<file path="config.mk">
export PLATFORM = sky130hd
export DESIGN_NAME = run_sequencer
export DESIGN_NICKNAME = d
export VERILOG_FILES = /design/src/rtl/run_pkg.sv /design/src/rtl/pc_stall_detect.sv /design/src/rtl/run_sequencer.sv
export SDC_FILE = /design/constraint.sdc
export NUM_CORES = 1
export LEC_CHECK = 0
export CAP_MARGIN = 10
export CELL_PAD_IN_SITES_DETAIL_PLACEMENT = 0
export CELL_PAD_IN_SITES_GLOBAL_PLACEMENT = 1
export CORE_UTILIZATION = 31
export CTS_CLUSTER_DIAMETER = 120
export DETAILED_ROUTE_END_ITERATION = 7
export GPL_TIMING_DRIVEN = 0
export PLACE_DENSITY = 0.69
export RECOVER_POWER = 50
export SLEW_MARGIN = 15
export SYNTH_ARGS = -nofsm -noshare
export SYNTH_HDL_FRONTEND = slang
export SYNTH_SLANG_ARGS = --single-unit
</file>
<file path="constraint.sdc">
create_clock -name clk -period 4.8 [get_ports clk]
set_input_delay 0.96 -clock clk [delete_from_list [all_inputs] [get_ports clk]]
set_output_delay 0.96 -clock clk [all_outputs]
set_load 0.005 [all_outputs]
</file>
<file path="src/rtl/run_pkg.sv">
// Shared state encoding, default run-control constants and state-decode helpers
// used by the sequencer, its sub-module and the bench.
package run_pkg;

    typedef enum logic [2:0] {
        IDLE  = 3'd0,
        ARM   = 3'd1,
        CLEAR = 3'd2,
        RUN   = 3'd3,
        DONE  = 3'd4,
        FAULT = 3'd5
    } run_state_t;

    localparam int RUN_PCW          = 7;
    localparam int RUN_CW           = 12;
    localparam int RUN_MAX_CYCLES   = 2000;
    localparam int RUN_CLR_CYCLES   = 2;
    localparam int RUN_STALL_CYCLES = 1;

    function automatic logic holds_core_rst(input run_state_t s);
        return (s == IDLE) || (s == ARM) || (s == CLEAR);
    endfunction

    function automatic logic is_busy(input run_state_t s);
        return (s == ARM) || (s == CLEAR) || (s == RUN);
    endfunction

    function automatic logic is_finished(input run_state_t s);
        return (s == DONE) || (s == FAULT);
    endfunction

endpackage

</file>
<file path="src/rtl/pc_stall_detect.sv">
// Flags a stalled program counter: pc unchanged for STALL_CYCLES consecutive
// enabled cycles, with the first cycle of a run never compared.
module pc_stall_detect
    import run_pkg::*;
#(
    parameter int PCW          = RUN_PCW,
    parameter int STALL_CYCLES = RUN_STALL_CYCLES
) (
    input  logic           clk,
    input  logic           reset,
    input  logic           clr_i,
    input  logic           en_i,
    input  logic           first_i,
    input  logic [PCW-1:0] pc_i,
    output logic           stall_o
);

    localparam int SCW = $clog2(STALL_CYCLES + 1);
    localparam logic [SCW-1:0] STALL_LAST = SCW'(STALL_CYCLES - 1);
    localparam logic [SCW-1:0] STALL_MAX  = SCW'(STALL_CYCLES);

    logic [PCW-1:0] prev_pc_q, prev_pc_d;
    logic [SCW-1:0] stall_cnt_q, stall_cnt_d;
    logic           same_s;

    assign same_s  = (pc_i == prev_pc_q);
    // Stall is seen in the same cycle the count would reach the threshold.
    assign stall_o = en_i & ~first_i & same_s & (stall_cnt_q >= STALL_LAST);

    // Next-state for the previous-pc capture and the saturating repeat count.
    always_comb begin
        prev_pc_d   = prev_pc_q;
        stall_cnt_d = stall_cnt_q;
        if (clr_i) begin
            stall_cnt_d = '0;
        end else if (en_i) begin
            prev_pc_d = pc_i;
            if (first_i || !same_s) begin
                stall_cnt_d = '0;
            end else if (stall_cnt_q != STALL_MAX) begin
                stall_cnt_d = stall_cnt_q + SCW'(1);
            end else begin
                stall_cnt_d = stall_cnt_q;
            end
        end else begin
            prev_pc_d   = prev_pc_q;
            stall_cnt_d = stall_cnt_q;
        end
    end

    // State registers with synchronous reset.
    always_ff @(posedge clk) begin
        if (reset) begin
            prev_pc_q   <= '0;
            stall_cnt_q <= '0;
        end else begin
            prev_pc_q   <= prev_pc_d;
            stall_cnt_q <= stall_cnt_d;
        end
    end

endmodule

</file>
<file path="src/rtl/run_sequencer.sv">
// Run-control FSM for the 9-bit core: start-pulse to core reset/enable window,
// halt/stall detection, cycle budget and executed-cycle count.
module run_sequencer
    import run_pkg::*;
#(
    parameter int PCW          = RUN_PCW,
    parameter int CW           = RUN_CW,
    parameter int MAX_CYCLES   = RUN_MAX_CYCLES,
    parameter int CLR_CYCLES   = RUN_CLR_CYCLES,
    parameter int STALL_CYCLES = RUN_STALL_CYCLES
) (
    input  logic           clk,
    input  logic           reset,
    input  logic           start,
    input  logic           halt_insn,
    input  logic [PCW-1:0] pc,
    output logic           core_rst,
    output logic           core_en,
    output logic           busy,
    output logic           done,
    output logic           timeout,
    output logic [CW-1:0]  cycle_count
);

    localparam int CLRW = (CLR_CYCLES > 1) ? $clog2(CLR_CYCLES) : 1;
    localparam logic [CLRW-1:0] CLR_LAST    = CLRW'(CLR_CYCLES - 1);
    localparam logic [CW-1:0]   BUDGET_LAST = CW'(MAX_CYCLES - 1);

    run_state_t      state_q, state_d;
    logic            start_q;
    logic [CLRW-1:0] clr_cnt_q, clr_cnt_d;
    logic [CW-1:0]   cycle_count_q, cycle_count_d;
    logic            core_rst_q, core_en_q, busy_q, done_q, timeout_q;
    logic            rise_s, fall_s, in_run_s, first_s, clear_entry_s, stall_s;

    assign rise_s        = start & ~start_q;
    assign fall_s        = ~start & start_q;
    assign in_run_s      = (state_q == RUN);
    assign first_s       = in_run_s && (cycle_count_q == '0);
    assign clear_entry_s = (state_q == ARM) && fall_s;

    pc_stall_detect #(
        .PCW          (PCW),
        .STALL_CYCLES (STALL_CYCLES)
    ) u_stall (
        .clk     (clk),
        .reset   (reset),
        .clr_i   (clear_entry_s),
        .en_i    (in_run_s),
        .first_i (first_s),
        .pc_i    (pc),
        .stall_o (stall_s)
    );

    // FSM transitions plus clear-counter and run-cycle counter next-state.
    always_comb begin
        state_d       = state_q;
        clr_cnt_d     = clr_cnt_q;
        cycle_count_d = cycle_count_q;
        case (state_q)
            IDLE: begin
                if (rise_s) state_d = ARM;
                else        state_d = IDLE;
            end
            ARM: begin
                if (fall_s) begin
                    state_d       = CLEAR;
                    clr_cnt_d     = '0;
                    cycle_count_d = '0;
                end else begin
                    state_d = ARM;
                end
            end
            CLEAR: begin
                if (clr_cnt_q == CLR_LAST) begin
                    state_d = RUN;
                end else begin
                    clr_cnt_d = clr_cnt_q + CLRW'(1);
                end
            end
            RUN: begin
                cycle_count_d = cycle_count_q + CW'(1);
                // Halt outranks the budget when both land on the same cycle.
                if (halt_insn || stall_s)              state_d = DONE;
                else if (cycle_count_q == BUDGET_LAST) state_d = FAULT;
                else                                   state_d = RUN;
            end
            DONE, FAULT: begin
                if (rise_s) state_d = ARM;
                else        state_d = state_q;
            end
            default: begin
                state_d = IDLE;
            end
        endcase
    end

    // State, counters and outputs decoded from the next state so each output is a flop.
    always_ff @(posedge clk) begin
        if (reset) begin
            state_q       <= IDLE;
            start_q       <= 1'b0;
            clr_cnt_q     <= '0;
            cycle_count_q <= '0;
            core_rst_q    <= 1'b1;
            core_en_q     <= 1'b0;
            busy_q        <= 1'b0;
            done_q        <= 1'b0;
            timeout_q     <= 1'b0;
        end else begin
            state_q       <= state_d;
            start_q       <= start;
            clr_cnt_q     <= clr_cnt_d;
            cycle_count_q <= cycle_count_d;
            core_rst_q    <= holds_core_rst(state_d);
            core_en_q     <= (state_d == RUN);
            busy_q        <= is_busy(state_d);
            done_q        <= is_finished(state_d);
            timeout_q     <= (state_d == FAULT);
        end
    end

    assign core_rst    = core_rst_q;
    assign core_en     = core_en_q;
    assign busy        = busy_q;
    assign done        = done_q;
    assign timeout     = timeout_q;
    assign cycle_count = cycle_count_q;

endmodule
</file>
==> results_tabular.tex <==
\begin{tabular}{lr}
\hline
Metric & Value \\
\hline
\multicolumn{2}{l}{\textbf{Cells and area}} \\
Design area & 0.00176 mm\^{}2 \\
Total area of sequential cells & 581 um\^{}2 \\
Net count of the finished layout & 211 \\
Area occupied by multi-input gates & 719 um\^{}2 \\
Share of the core filled with cells & 42.7\% \\
Layout overhead on the synthesized area & 29.3\% \\
Total of fill cells in the finished design & 447 \\
Share of layout cells above drive strength 1 & 9.05\% \\
Count of inserted antenna diode cells & 0 \\
\multicolumn{2}{l}{\textbf{Synthesis}} \\
Flop and latch count out of synthesis & 29 \\
Synth Area per Inst & 8.23 um\^{}2 \\
Netlist area before placement & 0.00136 mm\^{}2 \\
Leading post-synthesis cells by cell area & sky130\_fd\_sc\_hd\_\_dfxtp\_1, sky130\_fd\_sc\_hd\_\_nand2\_1, sky130\_fd\_sc\_hd\_\_a21oi\_1 \\
Synth cell types & 35 \\
Share of the synthesized area in the top cell type & 42.8\% \\
Most common library cells after synthesis & sky130\_fd\_sc\_hd\_\_dfxtp\_1, sky130\_fd\_sc\_hd\_\_nand2\_1, sky130\_fd\_sc\_hd\_\_nor2\_1 \\
Most area-hungry cell type in the Yosys netlist & sky130\_fd\_sc\_hd\_\_dfxtp\_1 \\
Count of warnings emitted by yosys & 0 \\
Synthesized instance count & 165 \\
Most numerous cell in the Yosys netlist & sky130\_fd\_sc\_hd\_\_dfxtp\_1 \\
Fraction of registers with async set/reset & 0\% \\
Most used flip-flop cell after synthesis & sky130\_fd\_sc\_hd\_\_dfxtp\_1 \\
Number of nets produced by synthesis & 178 \\
Portion of the post-synthesis area used by sequential elements & 42.8\% \\
Number of enable flip-flop cells after synthesis & 0 \\
\multicolumn{2}{l}{\textbf{Pwr}} \\
LEAKAGE & 0.634 nW \\
Final total power & 0.475 mW \\
Worst-case vdd ir drop & 156 uV \\
Cell area power density & 271 mW/mm\^{}2 \\
\multicolumn{2}{l}{\textbf{STA}} \\
Final cycle utilization of the critical path & 56.5\% \\
Final min period & 2710 ps \\
Number of setup violations in the final report & 0 \\
Slew at the pin closest to its max-slew limit & 533 ps \\
Hold Violations, Final & 0 \\
Total negative slack & 0 ps \\
Final Max Slew Viols & 0 \\
Max Clock Skew & 7.10 ps \\
RSZ-0062 raised after global routing & no \\
Max-slew headroom & 64.5\% \\
Highest clock frequency the design can meet & 0.368 GHz \\
\multicolumn{2}{l}{\textbf{Clock network}} \\
Clock sink count & 29 \\
Setup Buffers After CTS & 0 \\
Post-CTS Hold Fix Bufs & 0 \\
\# resized after CTS & 0 \\
Clock H-tree levels & 2 \\
CTS root buf & sky130\_fd\_sc\_hd\_\_clkbuf\_8 \\
Clock transition at the registers of the reported paths & 60 ps \\
CTS buffer count & 5 \\
CTS tree & yes \\
Max clock buf depth & 2 \\
Clock latency reported for the late side of the worst-skew pair & 290 ps \\
\multicolumn{2}{l}{\textbf{Drt}} \\
Remaining DRCs & 0 \\
Antenna violation net count after detailed routing & 0 \\
Wire length reported by the detailed router & 3300 um \\
Drt pass-1 iters & 4 \\
Ratio of routed vias to standard cells & 5.02 \\
DR WL/cell & 13.3 um \\
Total vias in the final route & 1250 \\
Iter 0 DRT Violations & 44 \\
\multicolumn{2}{l}{\textbf{Global routing}} \\
Combined global-route utilization of all metal layers & 16.7\% \\
Vias in the first global route & 1212 \\
First-pass GRT wire length & 5490 um \\
Initial antenna violation count & 0 \\
Pin count of the biggest net entering global routing & 11 \\
Total congestion overflow & 0 \\
\multicolumn{2}{l}{\textbf{Die}} \\
Area enclosed by the die boundary & 0.00465 mm\^{}2 \\
Height of the die & 68.2 um \\
Number of rows in the core area & 23 \\
Core area & 0.00412 mm\^{}2 \\
Floorplan die width & 68.2 um \\
Number of placed I/O pins & 28 \\
Initial core utilization & 33.0\% \\
\multicolumn{2}{l}{\textbf{Setup path}} \\
Maximum fanout along the worst path & 10 \\
Worst setup path class & in2reg \\
Arrival time at the worst endpoint & 2860 ps \\
Critical path endpoint category & flip-flop \\
Required time at the endpoint of the critical path & 4950 ps \\
Kind of launch point of the worst setup path & input port \\
\multicolumn{2}{l}{\textbf{Placement}} \\
Routability congestion estimate & 0.754 \\
Number of input and output port buffers inserted & 26 \\
Placed inst area & 0.00168 mm\^{}2 \\
DP Wirelength & 2410 um \\
\multicolumn{2}{l}{\textbf{Run status}} \\
Result of the run & finished, final reports clean \\
\multicolumn{2}{l}{\textbf{Flow run}} \\
Maxcap violations & 0 \\
\multicolumn{2}{l}{\textbf{Worst hold path}} \\
Tightest Hold Check Type & reg2reg \\
\hline
\end{tabular}
## registers in the layout, indices dropped and copies added (netlist names)
register,count
start_q,1
done,1
u_stall.prev_pc_q,7
busy,1
clr_cnt_q,1
core_en,1
state_q,3
core_rst,1
timeout,1
cycle_count,12
## through the flow
stage	setup WS, ps	hold WS (ps)	cells
global route	2010	492	249
finish	2090	467	249
detailed placement	1930	458	241
CTS	2230	467	249
global placement	1970	454	241
floorplan	2680	448	165
## routing by layer
layer | up-vias | GRT usage [%] | share of wire, %
li1 | 639 | - | -
met1 | 575 | 20.9 | 49
met2 | 30 | 25.4 | 44
met3 | 6 | 5.83 | 5.0
met4 | 0 | 7.81 | 1.8
met5 | - | 0 | 0
## final timing paths
check	depth (start not counted)	start	slack, ps	endpoint
setup / recovery	6	start	2090	cycle_count[2]$_SDFFE_PP0P_
hold / removal	2	u_stall.prev_pc_q[0]$_SDFFE_PP0P_	470	u_stall.prev_pc_q[0]$_SDFFE_PP0P_
setup reg to reg	6	state_q[2]$_SDFF_PP0_	2880	cycle_count[2]$_SDFFE_PP0P_
hold reg to reg	2	u_stall.prev_pc_q[0]$_SDFFE_PP0P_	470	u_stall.prev_pc_q[0]$_SDFFE_PP0P_
## cell usage in the layout (no fill, tap or decap), drive strengths merged, types with 3 or more instances in the layout
master / count
dfxtp: 29
nand2: 27
nor2: 21
clkdlybuf4s50: 17
a21oi: 16
clkbuf: 10
nand3: 9
dlygate4sd3: 9
xor2: 7
inv: 5
o21ai: 5
mux2: 4
a311oi: 4
nand3b: 3
nor4: 3
nor2b: 3
nor3: 3
## cells by family after synthesis
family	count (synthesis)	share of synthesized area [%]
mux	4	3.32
compound gates	32	14.9
buf+inv	12	3.96
fa+ha+maj	2	1.84
xor+xnor	7	4.52
flops	29	42.8
simple gates	79	28.7
## where the power goes
group	switching, mW	total [mW]	internal [mW]
combinational	0.0160	0.0312	0.0152
sequential	0.00264	0.247	0.244
clock	0.0977	0.197	0.0997
total	0.116	0.475	0.359
## final cells by class
cell class                 count  area share (%)
timing repair buffer          26            14.8
clock inverter                 3           0.998
tap                           50            3.56
multi-input combinational    124            41.0
clock buffer                   5            3.92
inverter                       5            1.07
buffer                         7            1.57
sequential                    29            33.1
## worst max-delay path: stages
cell	delay [ps]
sky130_fd_sc_hd__dlygate4sd3_1	580
sky130_fd_sc_hd__or4b_1	550
sky130_fd_sc_hd__clkbuf_1	280
sky130_fd_sc_hd__and2_4	260
sky130_fd_sc_hd__o21ai_0	160
sky130_fd_sc_hd__a21oi_1	80
Power figures use the tool's default switching activity.
